File: src/rtl/digital_clock.sv
// 24-hour clock with alarm, stopwatch and countdown timer on a 1 kHz clock.
// Drives a multiplexed 8-digit 7-segment display, a piezo and status LEDs.
module digital_clock #(
    parameter int CLK_HZ   = 1000,
    parameter int CS_DIV   = 10,
    parameter int RING_SEC = 10
) (
    input  logic       clk_1k,
    input  logic       clr_sw,
    input  logic       alarm_sw,
    input  logic       stopwatch_sw,
    input  logic       timer_sw,
    input  logic [8:0] btn,
    output logic [7:0] seg_data,
    output logic [7:0] seg_sel,
    output logic       lcd_rs,
    output logic       lcd_rw,
    output logic       lcd_e,
    output logic [7:0] lcd_data,
    output logic       piezo,
    output logic [7:0] led_1,
    output logic [3:0] led_r,
    output logic [3:0] led_g,
    output logic [3:0] led_b
);

    localparam int PRE_W  = $clog2(CLK_HZ + 1);
    localparam int CS_W   = $clog2(CS_DIV + 1);
    localparam int RING_W = $clog2(RING_SEC + 1);
    localparam logic [3:0] DASH  = 4'hA;
    localparam logic [3:0] BLANK = 4'hF;

    typedef enum logic [1:0] {
        MODE_CLOCK = 2'd0,
        MODE_ALARM = 2'd1,
        MODE_SW    = 2'd2,
        MODE_TIMER = 2'd3
    } mode_e;

    mode_e             mode_q, mode_d;
    logic [8:0]        btn_d_q;
    logic [PRE_W-1:0]  pre_q, pre_d;
    logic [4:0]        hour_q, hour_d;
    logic [5:0]        min_q, min_d, sec_q, sec_d;
    logic [4:0]        al_hour_q, al_hour_d;
    logic [5:0]        al_min_q, al_min_d;
    logic              al_en_q, al_en_d;
    logic [CS_W-1:0]   cs_pre_q, cs_pre_d;
    logic [6:0]        sw_cs_q, sw_cs_d;
    logic [5:0]        sw_sec_q, sw_sec_d, sw_min_q, sw_min_d;
    logic              sw_run_q, sw_run_d;
    logic [5:0]        tm_min_q, tm_min_d, tm_sec_q, tm_sec_d;
    logic              tm_run_q, tm_run_d;
    logic              ring_q, ring_d;
    logic [RING_W-1:0] ring_cnt_q, ring_cnt_d;
    logic              piezo_q, piezo_d;
    logic [2:0]        scan_q;

    logic [8:0] press;
    logic       any_press;
    logic [3:0] act;
    logic       sec_tick, cs_tick, alarm_hit, tm_expire;

    assign press     = btn & ~btn_d_q;
    assign any_press = |press;
    // Only the lowest-index press acts, and nothing acts while ringing.
    assign act[0] = ~ring_q & press[0];
    assign act[1] = ~ring_q & press[1] & ~press[0];
    assign act[2] = ~ring_q & press[2] & ~|press[1:0];
    assign act[3] = ~ring_q & press[3] & ~|press[2:0];

    assign sec_tick = (pre_q == PRE_W'(CLK_HZ - 1));
    assign cs_tick  = sw_run_q && (cs_pre_q == CS_W'(CS_DIV - 1));

    always_comb begin
        if (timer_sw)          mode_d = MODE_TIMER;
        else if (stopwatch_sw) mode_d = MODE_SW;
        else if (alarm_sw)     mode_d = MODE_ALARM;
        else                   mode_d = MODE_CLOCK;
    end

    always_comb begin
        pre_d      = sec_tick ? '0 : pre_q + PRE_W'(1);
        hour_d     = hour_q;
        min_d      = min_q;
        sec_d      = sec_q;
        al_hour_d  = al_hour_q;
        al_min_d   = al_min_q;
        al_en_d    = al_en_q;
        cs_pre_d   = (sw_run_q && !cs_tick) ? cs_pre_q + CS_W'(1) : '0;
        sw_cs_d    = sw_cs_q;
        sw_sec_d   = sw_sec_q;
        sw_min_d   = sw_min_q;
        sw_run_d   = sw_run_q;
        tm_min_d   = tm_min_q;
        tm_sec_d   = tm_sec_q;
        tm_run_d   = tm_run_q;
        ring_d     = ring_q;
        ring_cnt_d = ring_cnt_q;
        tm_expire  = 1'b0;

        if (sec_tick) begin
            if (sec_q == 6'd59) begin
                sec_d = 6'd0;
                if (min_q == 6'd59) begin
                    min_d  = 6'd0;
                    hour_d = (hour_q == 5'd23) ? 5'd0 : hour_q + 5'd1;
                end else begin
                    min_d = min_q + 6'd1;
                end
            end else begin
                sec_d = sec_q + 6'd1;
            end
        end
        // Alarm compares against the ticked time, before any button edits.
        alarm_hit = sec_tick && al_en_q && (hour_d == al_hour_q) &&
                    (min_d == al_min_q) && (sec_d == 6'd0);

        if (cs_tick) begin
            if (sw_cs_q == 7'd99) begin
                sw_cs_d = 7'd0;
                if (sw_sec_q == 6'd59) begin
                    sw_sec_d = 6'd0;
                    sw_min_d = (sw_min_q == 6'd59) ? 6'd0 : sw_min_q + 6'd1;
                end else begin
                    sw_sec_d = sw_sec_q + 6'd1;
                end
            end else begin
                sw_cs_d = sw_cs_q + 7'd1;
            end
        end

        if (tm_run_q && sec_tick) begin
            if (tm_sec_q == 6'd0) begin
                tm_sec_d = 6'd59;
                tm_min_d = tm_min_q - 6'd1;
            end else begin
                tm_sec_d = tm_sec_q - 6'd1;
            end
            if (tm_min_q == 6'd0 && tm_sec_q == 6'd1) begin
                tm_run_d  = 1'b0;
                tm_expire = 1'b1;
            end
        end

        case (mode_q)
            MODE_CLOCK: begin
                if (act[0]) hour_d = (hour_d == 5'd23) ? 5'd0 : hour_d + 5'd1;
                if (act[1]) min_d = (min_d == 6'd59) ? 6'd0 : min_d + 6'd1;
                if (act[2]) begin
                    sec_d = 6'd0;
                    pre_d = '0;
                end
            end
            MODE_ALARM: begin
                if (act[0]) al_hour_d = (al_hour_q == 5'd23) ? 5'd0 : al_hour_q + 5'd1;
                if (act[1]) al_min_d = (al_min_q == 6'd59) ? 6'd0 : al_min_q + 6'd1;
                if (act[2]) al_en_d = ~al_en_q;
            end
            MODE_SW: begin
                if (act[0]) sw_run_d = ~sw_run_q;
                if (act[1] && !sw_run_q) begin
                    sw_cs_d  = 7'd0;
                    sw_sec_d = 6'd0;
                    sw_min_d = 6'd0;
                end
            end
            MODE_TIMER: begin
                if (act[0]) begin
                    if (tm_run_q) tm_run_d = 1'b0;
                    else if (tm_min_q != 6'd0 || tm_sec_q != 6'd0) tm_run_d = 1'b1;
                end
                if (!tm_run_q) begin
                    if (act[1]) tm_min_d = (tm_min_q == 6'd59) ? 6'd0 : tm_min_q + 6'd1;
                    if (act[2]) tm_sec_d = (tm_sec_q == 6'd59) ? 6'd0 : tm_sec_q + 6'd1;
                    if (act[3]) begin
                        tm_min_d = 6'd0;
                        tm_sec_d = 6'd0;
                    end
                end
            end
            default: ;
        endcase

        // A new ring event wins over a stop in the same cycle.
        if (ring_q && sec_tick) begin
            if (ring_cnt_q == RING_W'(RING_SEC - 1)) ring_d = 1'b0;
            else ring_cnt_d = ring_cnt_q + RING_W'(1);
        end
        if (ring_q && any_press) ring_d = 1'b0;
        if (alarm_hit || tm_expire) begin
            ring_d     = 1'b1;
            ring_cnt_d = '0;
        end
        piezo_d = ring_d & ~piezo_q;
    end

    always_ff @(posedge clk_1k) begin
        if (clr_sw) begin
            mode_q     <= MODE_CLOCK;
            btn_d_q    <= '0;
            pre_q      <= '0;
            hour_q     <= '0;
            min_q      <= '0;
            sec_q      <= '0;
            al_hour_q  <= '0;
            al_min_q   <= '0;
            al_en_q    <= 1'b0;
            cs_pre_q   <= '0;
            sw_cs_q    <= '0;
            sw_sec_q   <= '0;
            sw_min_q   <= '0;
            sw_run_q   <= 1'b0;
            tm_min_q   <= '0;
            tm_sec_q   <= '0;
            tm_run_q   <= 1'b0;
            ring_q     <= 1'b0;
            ring_cnt_q <= '0;
            piezo_q    <= 1'b0;
            scan_q     <= '0;
        end else begin
            mode_q     <= mode_d;
            btn_d_q    <= btn;
            pre_q      <= pre_d;
            hour_q     <= hour_d;
            min_q      <= min_d;
            sec_q      <= sec_d;
            al_hour_q  <= al_hour_d;
            al_min_q   <= al_min_d;
            al_en_q    <= al_en_d;
            cs_pre_q   <= cs_pre_d;
            sw_cs_q    <= sw_cs_d;
            sw_sec_q   <= sw_sec_d;
            sw_min_q   <= sw_min_d;
            sw_run_q   <= sw_run_d;
            tm_min_q   <= tm_min_d;
            tm_sec_q   <= tm_sec_d;
            tm_run_q   <= tm_run_d;
            ring_q     <= ring_d;
            ring_cnt_q <= ring_cnt_d;
            piezo_q    <= piezo_d;
            scan_q     <= scan_q + 3'd1;
        end
    end

    function automatic logic [3:0] tens_of(input logic [6:0] v);
        return 4'(v / 7'd10);
    endfunction

    function automatic logic [3:0] ones_of(input logic [6:0] v);
        return 4'(v % 7'd10);
    endfunction

    function automatic logic [7:0] seg_code(input logic [3:0] d);
        case (d)
            4'd0: return 8'h3F;
            4'd1: return 8'h06;
            4'd2: return 8'h5B;
            4'd3: return 8'h4F;
            4'd4: return 8'h66;
            4'd5: return 8'h6D;
            4'd6: return 8'h7D;
            4'd7: return 8'h07;
            4'd8: return 8'h7F;
            4'd9: return 8'h6F;
            DASH: return 8'h40;
            default: return 8'h00;
        endcase
    endfunction

    logic [7:0][3:0] digs;

    always_comb begin
        case (mode_q)
            MODE_CLOCK: digs = {tens_of(7'(hour_q)), ones_of(7'(hour_q)), DASH,
                                tens_of(7'(min_q)), ones_of(7'(min_q)), DASH,
                                tens_of(7'(sec_q)), ones_of(7'(sec_q))};
            MODE_ALARM: digs = {tens_of(7'(al_hour_q)), ones_of(7'(al_hour_q)), DASH,
                                tens_of(7'(al_min_q)), ones_of(7'(al_min_q)), DASH,
                                BLANK, {3'b000, al_en_q}};
            MODE_SW:    digs = {tens_of(7'(sw_min_q)), ones_of(7'(sw_min_q)), DASH,
                                tens_of(7'(sw_sec_q)), ones_of(7'(sw_sec_q)), DASH,
                                tens_of(sw_cs_q), ones_of(sw_cs_q)};
            MODE_TIMER: digs = {BLANK, BLANK, DASH,
                                tens_of(7'(tm_min_q)), ones_of(7'(tm_min_q)), DASH,
                                tens_of(7'(tm_sec_q)), ones_of(7'(tm_sec_q))};
            default:    digs = {8{BLANK}};
        endcase
    end

    assign seg_data = seg_code(digs[scan_q]);
    assign seg_sel  = ~(8'd1 << scan_q);
    assign piezo    = piezo_q;
    assign led_1    = {ring_q, tm_run_q, sw_run_q, al_en_q, 4'(4'b0001 << mode_q)};
    assign led_r    = {4{ring_q}};
    assign led_g    = {4{sw_run_q | tm_run_q}};
    assign led_b    = {4{al_en_q}};
    assign lcd_rs   = 1'b0;
    assign lcd_rw   = 1'b0;
    assign lcd_e    = 1'b0;
    assign lcd_data = 8'h00;

endmodule

File: config.mk
export PLATFORM = sky130hd
export DESIGN_NAME = digital_clock
export DESIGN_NICKNAME = d
export VERILOG_FILES = /design/src/rtl/digital_clock.sv
export SDC_FILE = /design/constraint.sdc
export NUM_CORES = 1
export LEC_CHECK = 0
export BUFFER_PORTS_ARGS = -buffer_cell sky130_fd_sc_hd__buf_2
export CORE_MARGIN = 2
export CORE_UTILIZATION = 51
export DETAILED_ROUTE_END_ITERATION = 6
export PLACE_DENSITY_LB_ADDON = 0.08
export SLEW_MARGIN = 0
export SYNTH_ARGS = -nofsm -noshare
export SYNTH_HDL_FRONTEND = slang
export SYNTH_SLANG_ARGS = --single-unit
File: constraint.sdc
create_clock -name clk_1k -period 11 [get_ports clk_1k]
set_input_delay 2.75 -clock clk_1k [delete_from_list [all_inputs] [get_ports clk_1k]]
set_output_delay 2.75 -clock clk_1k [all_outputs]
set_load 0.01 [all_outputs]
; ---- Word level (Yosys, flattened, before mapping)
; Memory sizes are Yosys's and may differ from the RTL's.
; Index checks and enable logic that the tools add are counted.
[totals]
elab_cells = 205
mem_count = 1
mem_bits_ro = 112
in_bits = 14
ram_bits = 0
ff_bits = 96
latch_bits = 0
out_inout_bits = 48
[mem_list]
columns = name, depth, word_bits, rd, rd_clocked_by_memory_dff, write_ports, line_no
row1 = (no name shown), 16, 7, 1, 0, 0, 255  ; case (d)
[classes]
n_eq_ne = 21
add_sub_neg = 18
bitwise_logic = 19
mul = 0
n_lt_le_gt_ge = 1
shifts = 2
mux = 69
reduce_logical = 33
div_mod_pow = 20
[ops]
columns = op, count
row1 = 6-bit two-way mux, 36
row2 = 32-bit case mux with 4 select lines, 1
row3 = 6-bit by 4-bit divider with 7-bit output (second input constant), 7
row4 = 6-bit by 4-bit remainder unit with 7-bit output (second input constant), 7
row5 = 6-bit by 1-bit adder with 6-bit output (second input constant), 8
row6 = 6-bit == test (second input constant), 8
row7 = 5-bit two-way mux, 8
row8 = 10-bit two-way mux, 3
row9 = 7-bit two-way mux, 4
row10 = 6-bit zero test, 3
row11 = 5-bit by 1-bit adder with 5-bit output (second input constant), 3
row12 = 5-bit == test (second input constant), 3
row13 = 5-bit by 4-bit divider with 7-bit output (second input constant), 2
row14 = 5-bit by 4-bit remainder unit with 7-bit output (second input constant), 2
row15 = 1-bit two-way mux, 13
row16 = 4-bit binary-select mux with 3-bit select, 1
row17 = 6-bit nonzero test, 2
row18 = 6-bit by 1-bit subtractor with 6-bit output (second input constant), 2
row19 = 1-bit logical AND, 11
row20 = 10-bit by 1-bit adder with 10-bit output (second input constant), 1
row21 = 10-bit == test (second input constant), 1
row22 = 2-bit AND reduction, 5
row23 = 9-bit AND, 1
row24 = 9-bit NOT, 1
row25 = 27 further kinds, 50

; ---- Depth between registers and ports, before layout
[logic_depth]
ltp_word = 12
mapped_depth = 23
ltp_nobuf = 21

; ---- Least setup slack after synthesis
; No wires, ideal clock.
[synth_path]
path_type = reg2out
from = reg mode_q[0]
to = out seg_data[0]
t_arrival_ps = 4520
path_buffers = 1
setup_slack_ps = 3730
required_time_ps = 8250
path_stages_with_launch = 22
path_cell_list = dfxtp_1 inv_1 ha_1 buf_2 or2_4 a21oi_1 nor3_2 o21ai_0 o22ai_1 a211oi_1 ha_1 o211ai_1 nand2_1 a21oi_1 a2111o_1 a31oi_1 mux2i_1 o41ai_4 inv_1 ha_1 or3_1 nand3_1
[synth_via]
elab_chain_cells = 5
elab_cells_between_ends = 8
classes_between = eq/ne: 3 / mux: 3 / reduce/logical: 1 / memory: 1
[synth_rtl]
columns = element, line_no
row1 = start: declaration, 40  ; mode_e mode_q, mode_d;
row2 = start signal: assignment, 222  ; mode_q <= mode_d;
row3 = "2-bit == test, or another cell as far along", 274  ; case (mode_q)
row4 = 32-bit case mux with 4 select lines (*), 274
row5 = 4-bit binary-select mux with 3-bit select (*), 291  ; assign seg_data = seg_code(digs[scan_q]);
row6 = 4-bit two-way mux (not written as such) (*), 291
row7 = memory read 16 x 7 bit (*), --
row8 = end: declaration, 14  ; output logic [7:0] seg_data,
; Mark *: on every way between the ends. The rest lies on a longest branch, timed or not. The select of a mux whose other input is x is not followed.

; ---- Worst setup path after layout
[layout_path]
from = reg mode_q[1]
to = out seg_data[0]
; Same word-level chain as after synthesis.

==> results.sh <==
export IMPL_vdd_drop_max_mv=0.0742
export IMPL_synthFlopType="dfxtp_1"
export IMPL_min_period_over_period_pct=80.1
export IMPL_whs_ns=0.412
export IMPL_end_kind="output port"
export IMPL_hpwl_um=14000
export IMPL_ys_top_cells_by_count="129 x nor2_1, 96 x dfxtp_1, 89 x nand2_1"
export IMPL_routed_wl_um=18500
export IMPL_hold_viol_final=0
export IMPL_syn_area_um2=7360
export IMPL_setup_viol_count_final=0
export IMPL_cp_required_ns=8.25
export IMPL_synth_top_area_share_pct=26.1
export IMPL_cts_sinks=96
export IMPL_overflow=0
export IMPL_clockBufferDepth=2
export IMPL_globalRouteTotalUtil_pct=24.9
export IMPL_cts_tree="built"
export IMPL_synth_top_cell_by_area="dfxtp_1"
export IMPL_antenna_cells=0
export IMPL_clock_latency_ns=0.36
export IMPL_grt_max_degree=33
export IMPL_stdcell_area_um2=7800
export IMPL_p_leak_nw=3.00
export IMPL_postSynthAreaPerCell_um2=7.63
export IMPL_place_area_um2=7510
export IMPL_fin_nets=1035
export IMPL_tns_ns=0
export IMPL_num_rows=43
export IMPL_crit_type="flop to output port"
export IMPL_drt_pass1_iterations=6
export IMPL_htree_levels=3
export IMPL_ys_warn_count=0
export IMPL_ctsResizeCount=0
export IMPL_min_period_ns=8.81
export IMPL_drtIter0Drc=587
export IMPL_powerDensity_nw_per_um2=116
export IMPL_fmax_mhz=113
export IMPL_outcome="finished clean"
export IMPL_cts_hold_buf=0
export IMPL_ys_types=88
export IMPL_drc=0
export IMPL_yosysMostFrequentCell="nor2_1"
export IMPL_cp_data_arrival_time_ns=6.06
export IMPL_cts_setup_buffers=0
export IMPL_hold_path_class="flop to flop"
export IMPL_grt_pass1_wl_um=29900
export IMPL_die_area_um2=15400
export IMPL_synth_edf_count=0
export IMPL_start_util_pct=52.6
export IMPL_io_pins=62
export IMPL_place_congestion=0.899
export IMPL_n_fill_cell=1347
export IMPL_cp_max_fo=30
export IMPL_seq_area_frac_synth_pct=26.1
export IMPL_ant_nets=0
export IMPL_grt_pass1_vias=5966
export IMPL_wire_per_inst_um=16.0
export IMPL_synth_seq_cells=96
export IMPL_synthCells=965
export IMPL_die_w_um=124
export IMPL_antenna_found_initial=0
export IMPL_root_buffer="clkbuf_16"
export IMPL_final_max_slew_violation_count=0
export IMPL_ff2ff_setup_slack_ns=7.48
export IMPL_worst_pin_slew_ns=1.03
export IMPL_coreArea_um2=14000
export IMPL_critPathLaunchType="flop"
export IMPL_vias=6796
export IMPL_synth_area_top_cells="dfxtp_1 26%, ha_1 8.2%, nor2_1 6.6%"
export IMPL_drive_above_1_share_pct=10.1
export IMPL_maxCapViolCount=0
export IMPL_numCtsBuffers=9
export IMPL_dieHeight_um=124
export IMPL_rsz0062_at_grt="false"
export IMPL_path_clk_slew_ns=0.07
export IMPL_syn_to_final_growth_pct=6.02
export IMPL_clock_skew_ns=0.00850
export IMPL_synthArstFlopShare_pct=0
export IMPL_viasPerCell=5.87
export IMPL_slew_headroom_pct=31.4
export IMPL_numPortBuffers=49
export IMPL_p_total_uw=904
-- path summary, 6_finish.rpt --
kind | start | endpoint | cells after the start
setup reg to reg | cs_pre_q[0] | sw_min_q[5] | 12
hold reg to reg | piezo | piezo | 1
hold / removal | piezo | piezo | 1
setup / recovery | mode_q[1] | seg_data[0] | 20
-- critical path, cell delays in order, from the launching register on --
cell and delay (ns):
dfxtp_1 0.40, ha_1 0.87, nor2b_1 0.28, o21ai_0 0.48
nand2_1 0.19, nand3_1 0.13, a21oi_1 0.06, a211oi_1 0.34
ha_1 0.38, o211ai_1 0.14, nand2_1 0.08, a21oi_1 0.06
a2111o_1 0.36, a31oi_1 0.34, mux2i_1 0.20, o41ai_4 0.45
inv_1 0.17, ha_1 0.21, or3_1 0.36, nand3_1 0.08
buf_2 0.13
-- flip-flops by register name, indices dropped and copies added, names as in the netlist, 2 cells and up --
register    cells
min_q           6
mode_q          2
al_hour_q       5
hour_q          5
sw_min_q        6
tm_min_q        6
sw_cs_q         7
al_min_q        6
sw_sec_q        6
scan_q          3
tm_sec_q        6
sec_q           6
btn_d_q         9
cs_pre_q        4
ring_cnt_q      4
pre_q          10
-- layout make-up --
cell class	count	area (um2)	share of cell area (%)
clock buffer	10	229	2.93
clock inverter	6	67.6	0.866
inverter	44	165	2.12
multi-input combinational	770	4930	63.1
sequential	96	1920	24.6
tap	180	225	2.89
timing repair buffer	52	268	3.43
-- power breakdown --
part / switching (mW) / total, mW / internal, mW
sequential: 0.00893 / 0.363 / 0.354
combinational: 0.135 / 0.220 / 0.0856
clock: 0.144 / 0.321 / 0.177
-- kinds of logic (layout without fill, tap and decap cells) --
family / after synthesis / count (layout) / synth area share (%)
other: 1 / 12 / 0.0509
muxes: 21 / 21 / 2.99
buffers and inverters: 110 / 112 / 7.51
and+or+nand+nor: 394 / 394 / 25.5
xor gates and xnor gates: 63 / 63 / 7.49
DFF: 96 / 96 / 26.1
adders and majority gates: 48 / 48 / 8.16
AOI/OAI and AO/OA: 232 / 232 / 22.1
-- through the flow --
stage | utilization, % | std cells | setup slack, ns
after floorplan | - | 976 | 3.73
final | 55.8 | 1158 | 2.19
after detailed placement | 53.7 | 1142 | 2.61
after CTS | 55.8 | 1158 | 2.23
after global placement | 53.7 | 1142 | 2.84
after global routing | 55.8 | 1158 | 1.72
-- cell usage in the layout (no fill, tap or decap), drive strengths merged, types with 6 or more instances in the layout --
master and n:
a211oi 14, a21o 9, a21oi 56, a221oi 6
a22oi 6, a31oi 13, and3 7, buf 52
clkbuf 10, conb 12, dfxtp 96, ha 48
inv 42, mux2i 16, nand2 90, nand2b 12
nand3 40, nand4 24, nor2 129, nor2b 19
nor3 28, nor4 12, o211ai 11, o21a 7
o21ai 49, or2 8, or3 9, xnor2 29
xor2 34
-- layer usage --
metal  vias up  part of all wire, %  wire [um]  track usage (%)
met4         0                  3.2        600             11.7
met1      3092                   46       8590             33.3
li1       3457                    -          -                -
met3        36                  5.1        947             3.80
met5         -                    0          0                0
met2       211                   45       8350             39.2
Power figures use the tool's default switching activity.
